===== src/rtl/multi_pulse_sync_pkg.sv =====
// multi_pulse_sync_pkg: shared edge-mode codes and channel state encoding
package multi_pulse_sync_pkg;
  localparam logic [1:0] EDGE_RISE = 2'b00;
  localparam logic [1:0] EDGE_FALL = 2'b01;
  localparam logic [1:0] EDGE_BOTH = 2'b10;
  localparam logic [1:0] EDGE_OFF  = 2'b11;
  typedef enum logic {ST_IDLE, ST_HOLD} state_t;
endpackage


===== src/rtl/multi_pulse_sync_if.sv =====
// multi_pulse_sync_if: async inputs, shared config and per-channel outputs of the pulse synchroniser
//   in          async input levels/pulses, one bit per channel
//   edge_mode   00 rise, 01 fall, 10 both, 11 disabled
//   n_min_width extra stable cycles before the filtered level changes
//   n_holdoff   dead-time cycles after an accepted event
//   out         one-cycle pulse per accepted event
//   level       deglitched synchronised level
//   missed      one-cycle pulse per edge rejected during holdoff
interface multi_pulse_sync_if #(
  parameter int N_CH  = 8,
  parameter int CNT_W = 8
);
  logic [N_CH-1:0]  in;
  logic [1:0]       edge_mode;
  logic [CNT_W-1:0] n_min_width;
  logic [CNT_W-1:0] n_holdoff;
  logic [N_CH-1:0]  out;
  logic [N_CH-1:0]  level;
  logic [N_CH-1:0]  missed;
  modport master (output in, edge_mode, n_min_width, n_holdoff, input out, level, missed);
  modport slave  (input in, edge_mode, n_min_width, n_holdoff, output out, level, missed);
endinterface


===== src/rtl/multi_pulse_sync_channel.sv =====
// pulse_sync_channel: one channel of sync chain, deglitch filter, edge qualifier and holdoff FSM
//   clk, rst_n      destination clock, async active-low reset
//   in_i            asynchronous input
//   edge_mode_i     edge selection (rise/fall/both/off)
//   n_min_width_i   deglitch width, n_holdoff_i dead time
//   out_o, level_o, missed_o  event pulse, filtered level, rejected-event pulse
module pulse_sync_channel
  import multi_pulse_sync_pkg::*;
#(
  parameter int SYNC_STAGES = 2,
  parameter int CNT_W       = 8
) (
  input  logic             clk,
  input  logic             rst_n,
  input  logic             in_i,
  input  logic [1:0]       edge_mode_i,
  input  logic [CNT_W-1:0] n_min_width_i,
  input  logic [CNT_W-1:0] n_holdoff_i,
  output logic             out_o,
  output logic             level_o,
  output logic             missed_o
);
  logic [SYNC_STAGES-1:0] sync_q;
  logic                   s;
  logic                   flt_q, flt_d, flt_dly_q;
  logic [CNT_W-1:0]       fc_q, fc_d, hc_q, hc_d;
  logic                   out_q, out_d, missed_q, missed_d;
  logic                   rise, fall, ev;
  state_t                 state_q, state_d;

  assign s = sync_q[SYNC_STAGES-1];

  // >= rather than == so a width lowered mid-count still terminates instead of wrapping
  always_comb begin
    flt_d = flt_q;
    fc_d  = '0;
    if (s != flt_q) begin
      if (fc_q >= n_min_width_i) flt_d = s;
      else fc_d = fc_q + CNT_W'(1);
    end
  end

  assign rise = flt_q & ~flt_dly_q;
  assign fall = ~flt_q & flt_dly_q;
  assign ev   = edge_mode_i == EDGE_RISE ? rise :
                edge_mode_i == EDGE_FALL ? fall :
                edge_mode_i == EDGE_BOTH ? (rise | fall) : 1'b0;

  // holdoff length is latched into hc at acceptance, so later config changes only affect the next event
  always_comb begin
    state_d  = state_q;
    hc_d     = hc_q;
    out_d    = 1'b0;
    missed_d = 1'b0;
    if (state_q == ST_IDLE) begin
      if (ev) begin
        out_d   = 1'b1;
        hc_d    = n_holdoff_i;
        state_d = (n_holdoff_i != '0) ? ST_HOLD : ST_IDLE;
      end
    end else begin
      hc_d     = (hc_q != '0) ? hc_q - CNT_W'(1) : '0;
      missed_d = ev;
      state_d  = (hc_q <= CNT_W'(1)) ? ST_IDLE : ST_HOLD;
    end
  end

  always_ff @(posedge clk or negedge rst_n) begin
    if (!rst_n) begin
      sync_q    <= '0;
      flt_q     <= 1'b0;
      flt_dly_q <= 1'b0;
      fc_q      <= '0;
      hc_q      <= '0;
      out_q     <= 1'b0;
      missed_q  <= 1'b0;
      state_q   <= ST_IDLE;
    end else begin
      sync_q    <= {sync_q[SYNC_STAGES-2:0], in_i};
      flt_q     <= flt_d;
      flt_dly_q <= flt_q;
      fc_q      <= fc_d;
      hc_q      <= hc_d;
      out_q     <= out_d;
      missed_q  <= missed_d;
      state_q   <= state_d;
    end
  end

  assign out_o    = out_q;
  assign missed_o = missed_q;
  assign level_o  = flt_q;
endmodule


===== src/rtl/multi_pulse_sync.sv =====
// multi_pulse_sync: N-channel synchroniser/deglitcher/edge-qualifier with holdoff
//   clk, rst_n  destination clock, async active-low reset
//   bus         slave side of multi_pulse_sync_if (inputs, shared config, per-channel outputs)
module multi_pulse_sync
  import multi_pulse_sync_pkg::*;
#(
  parameter int N_CH        = 8,
  parameter int SYNC_STAGES = 2,
  parameter int CNT_W       = 8
) (
  input logic                clk,
  input logic                rst_n,
  multi_pulse_sync_if.slave  bus
);
  for (genvar i = 0; i < N_CH; i++) begin : g_ch
    pulse_sync_channel #(
      .SYNC_STAGES (SYNC_STAGES),
      .CNT_W       (CNT_W)
    ) u_ch (
      .clk           (clk),
      .rst_n         (rst_n),
      .in_i          (bus.in[i]),
      .edge_mode_i   (bus.edge_mode),
      .n_min_width_i (bus.n_min_width),
      .n_holdoff_i   (bus.n_holdoff),
      .out_o         (bus.out[i]),
      .level_o       (bus.level[i]),
      .missed_o      (bus.missed[i])
    );
  end
endmodule


===== src/flat_wrapper.sv =====
// flat-port wrapper written by rule: the top's interface ports become plain ports
module multi_pulse_sync_flat import multi_pulse_sync_pkg::*;
#(
  parameter int N_CH        = 8,
  parameter int SYNC_STAGES = 2,
  parameter int CNT_W       = 8
)
  (clk, rst_n, bus_in, bus_edge_mode, bus_n_min_width, bus_n_holdoff, bus_out, bus_level, bus_missed);
  multi_pulse_sync_if #(.N_CH(N_CH), .CNT_W(CNT_W)) bus_i ();
  input logic clk;
  input logic rst_n;
  input wire logic [$bits(bus_i.in)-1:0] bus_in;
  input wire logic [$bits(bus_i.edge_mode)-1:0] bus_edge_mode;
  input wire logic [$bits(bus_i.n_min_width)-1:0] bus_n_min_width;
  input wire logic [$bits(bus_i.n_holdoff)-1:0] bus_n_holdoff;
  output wire logic [$bits(bus_i.out)-1:0] bus_out;
  output wire logic [$bits(bus_i.level)-1:0] bus_level;
  output wire logic [$bits(bus_i.missed)-1:0] bus_missed;
  assign bus_i.in = bus_in;
  assign bus_i.edge_mode = bus_edge_mode;
  assign bus_i.n_min_width = bus_n_min_width;
  assign bus_i.n_holdoff = bus_n_holdoff;
  assign bus_out = bus_i.out;
  assign bus_level = bus_i.level;
  assign bus_missed = bus_i.missed;
  multi_pulse_sync #(.N_CH(N_CH), .SYNC_STAGES(SYNC_STAGES), .CNT_W(CNT_W)) u_core (.clk(clk), .rst_n(rst_n), .bus(bus_i));
endmodule

===== config.mk =====
export PLATFORM = sky130hd
export DESIGN_NAME = multi_pulse_sync_flat
export DESIGN_NICKNAME = d
export VERILOG_FILES = /design/src/rtl/multi_pulse_sync_pkg.sv /design/src/rtl/multi_pulse_sync_if.sv /design/src/rtl/multi_pulse_sync_channel.sv /design/src/rtl/multi_pulse_sync.sv /design/src/flat_wrapper.sv
export SDC_FILE = /design/constraint.sdc
export NUM_CORES = 1
export LEC_CHECK = 0
export BUFFER_PORTS_ARGS = -buffer_cell sky130_fd_sc_hd__buf_2
export CORE_UTILIZATION = 54
export CTS_BUF_LIST = sky130_fd_sc_hd__clkbuf_8
export CTS_CLUSTER_SIZE = 8
export DETAILED_ROUTE_END_ITERATION = 12
export MAX_ROUTING_LAYER = met4
export PLACE_DENSITY = 0.75
export SETUP_SLACK_MARGIN = 0.05
export SYNTH_ARGS = -nofsm -noshare
export SYNTH_HDL_FRONTEND = slang
export SYNTH_HIERARCHICAL = 1
export SYNTH_SLANG_ARGS = --single-unit

===== constraint.sdc =====
create_clock -name clk -period 1.7 [get_ports clk]
set_input_delay 0.085 -clock clk [delete_from_list [all_inputs] [get_ports clk]]
set_output_delay 0.085 -clock clk [all_outputs]
set_load 0.1 [all_outputs]

==> results.sh <==
export IMPL_critPathRequiredTime_ps=2040
export IMPL_yosys_area_top_type="dfrtp_1"
export IMPL_synth_nets=1204
export IMPL_ys_ff_latch=184
export IMPL_routedWlPerCell_um=17.8
export IMPL_ant_nets=0
export IMPL_status="finished, violations left"
export IMPL_cts_sinks=184
export IMPL_violations="setup timing"
export IMPL_ir_worst_vdd_v=0.000819
export IMPL_yosys_area_top_type_share_pct=41.6
export IMPL_n_fill_cell=1340
export IMPL_synthToLayoutAreaGrowth_pct=35.0
export IMPL_vias=9231
export IMPL_fin_skew_ps=10.1
export IMPL_cts_tree="done"
export IMPL_netlist_instances=1064
export IMPL_fmax_mhz=582
export IMPL_synth_edf_count=0
export IMPL_power_total_w=0.0235
export IMPL_grt_ovfl_total=0
export IMPL_cp_top_family="flip-flops"
export IMPL_synthTopCellsByCount="184 x dfrtp_1, 128 x nor2_1, 112 x ha_1, 112 x inv_1, 48 x xor2_1"
export IMPL_drive_gt1_share_pct=39.5
export IMPL_drv_slew=0
export IMPL_hold_ws_ps=98.1
export IMPL_cellLeakagePower_nw=6.98
export IMPL_synthesis_area_um2=11100
export IMPL_layout_cell_area_non_filler_um2=15000
export IMPL_slowest_delay_ps=520
export IMPL_min_path_type="input pin to asynchronous set/reset pin"
export IMPL_synthFlopType="dfrtp_1"
export IMPL_antenna_found_initial=0
export IMPL_antenna_cells=0
export IMPL_numPlacedInstances=1519
export IMPL_cts_max_level=4
export IMPL_grt_util_all_layers_pct=27.3
export IMPL_layout_setup_ws_ps=-18.3
export IMPL_grt_max_degree=49
export IMPL_initial_core_util_pct=54.9
export IMPL_ys_warn_count=6
export IMPL_vias_per_cell=5.75
export IMPL_grt_pass1_vias=9208
export IMPL_ios=52
export IMPL_rsz0062_at_grt="yes"
export IMPL_path_buf_inv=1
export IMPL_place_hpwl_um=18700
export IMPL_worstMarginPinSlew_ps=543
export IMPL_first_pass_iters=4
export IMPL_async_reset_ff_share_pct=100
export IMPL_finalHoldViolations=0
export IMPL_place_ws_ps=-42.3
export IMPL_final_cells=1606
export IMPL_cp_cell_sequence="ha_4, mux2_4, o21a_4, buf_6, mux2i_1, o22ai_1"
export IMPL_period_needed_ps=1720
export IMPL_first_iter_violations=556
export IMPL_synthDistinctLibCells=35
export IMPL_die_h_um=145
export IMPL_arrival_ps=2060
export IMPL_crit_type="flop to flop"
export IMPL_crit_fanout=5
export IMPL_port_buffers=51
export IMPL_core_region_area_um2=20200
export IMPL_cp_slowest_cell="dfrtp_4"
export IMPL_critPathLaunchType="flop"
export IMPL_nets=1464
export IMPL_clk_latency_ps=460
export IMPL_cts_root_buffer="clkbuf_8"
export IMPL_drcViolationCount=0
export IMPL_end_kind="flop"
export IMPL_clock_path_buffers=2
export IMPL_setup_viol=3
export IMPL_maxCapViolations=0
export IMPL_clk_pin_slew_ps=90
export IMPL_fin_crit_sh_pct=101
export IMPL_cts_buffers_inserted=17
export IMPL_synth_area_top_cells="dfrtp_1 42%, ha_1 13%, nor2_1 4.3%"
export IMPL_rows=52
export IMPL_synth_avg_cell_area_um2=10.4
export IMPL_powerDensity_nw_per_um2=1570
export IMPL_seq_area_frac_synth_pct=41.6
export IMPL_wirelength_um=28600
export IMPL_die_area_um2=21100
export IMPL_grt_pass1_wl_um=44800
export IMPL_synth_most_common_cell="dfrtp_1"
export IMPL_place_area_um2=13500
export IMPL_max_slew_margin_pct=63.4
export IMPL_fp_dieW_um=145
export IMPL_routabilityCongestion=0.885
registers in the layout, summed over array words and instances, names as in the netlist:
signal,cells
u_core/g_ch.u_ch/missed_o,8
u_core/g_ch.u_ch/sync_q,16
u_core/g_ch.u_ch/level_o,8
u_core/g_ch.u_ch/state_q,8
u_core/g_ch.u_ch/fc_q,64
u_core/g_ch.u_ch/flt_dly_q,8
u_core/g_ch.u_ch/hc_q,64
u_core/g_ch.u_ch/out_o,8
area by class of cell:
type	instances	area, um2	share of cell area (%)
clock buffers	21	289	1.93
flip-flops and latches	184	4640	31.0
clock inverters	10	105	0.703
repair buffers	264	2140	14.3
multi-input cells	745	7030	47.0
inverters	112	420	2.81
well taps	270	338	2.26
what timing repair did:
action | CTS | global route
setup buffers | 13 | 33
gates cloned | 0 | 1
gates resized for setup | 42 | 123
hold buffers | 9 | 0
endpoints found under the hold margin | 192 | 0
endpoints found under the setup margin | 81 | 138
pin swaps | 71 | 75
kinds of logic after synthesis:
family,synth area share [%]
compound gates,14.6
xor+xnor,6.33
fa+ha+maj,12.7
buf+inv,5.97
flops,41.6
mux,3.80
simple gates,15.0
metrics by stage:
| step | utilization, % | setup TNS [ps] |
|---|---|---|
| global placement | 66.7 | -70.5 |
| global route | 74.1 | -2470 |
| floorplan | - | -6750 |
| detailed placement | 66.7 | -520 |
| finish | 74.1 | -20.8 |
| CTS | 70.4 | 0 |
layout by cell type (no fill, tap or decap), drive strengths merged, types with 9 or more instances in the layout:
master	n
clkbuf	24
xor2	48
nor2	128
and3	24
nor3	32
mux2i	24
o22ai	32
a31o	9
o21ai	16
inv	115
xnor2	32
dfrtp	184
buf	252
nand3	40
a21oi	32
ha	112
mux2	16
a221o	32
o31ai	16
dlygate4sd3	9
nor4	32
o21a	32
layer usage:
metal	vias to the layer above	wire length [um]	track usage [%]	share of wire, %
li1	4349	-	-	-
met1	4601	12300	34.0	43
met2	239	14800	45.9	52
met3	42	1100	4.37	3.8
met4	0	452	8.00	1.6
met5	-	0	-	0
worst reg2reg max path, stage by stage, from the launching register on:
cell	delay [ps]
dfrtp_4	520
ha_4	160
mux2_4	280
o21a_4	230
buf_6	120
mux2i_1	190
o22ai_1	100
final timing paths:
check / startpoint / endpoint / slack, ps / cells after the start
max: u_core/g_ch[6].u_ch/level_o$_DFFE_PN0P_ / u_core/g_ch[6].u_ch/hc_q[6]$_DFFE_PN0P_ / -20 / 6
min: rst_n / u_core/g_ch[1].u_ch/hc_q[6]$_DFFE_PN0P_ / 100 / 2
max reg2reg: u_core/g_ch[6].u_ch/level_o$_DFFE_PN0P_ / u_core/g_ch[6].u_ch/hc_q[6]$_DFFE_PN0P_ / -20 / 6
min reg2reg: u_core/g_ch[3].u_ch/sync_q[0]$_DFF_PN0_ / u_core/g_ch[3].u_ch/sync_q[1]$_DFF_PN0_ / 360 / 0
max in group asynchronous: rst_n / u_core/g_ch[5].u_ch/hc_q[3]$_DFFE_PN0P_ / 900 / 3
min in group clk: bus_edge_mode[0] / u_core/g_ch[0].u_ch/out_o$_DFF_PN0_ / 170 / 5
report_power, final:
part           switching (W)  total (W)  internal [W]
Combinational        0.00709     0.0136       0.00646
Sequential           0.00123    0.00696       0.00573
Clock                0.00155    0.00299       0.00144
Total                0.00987     0.0235        0.0136
(Power assumes the default switching activity.)
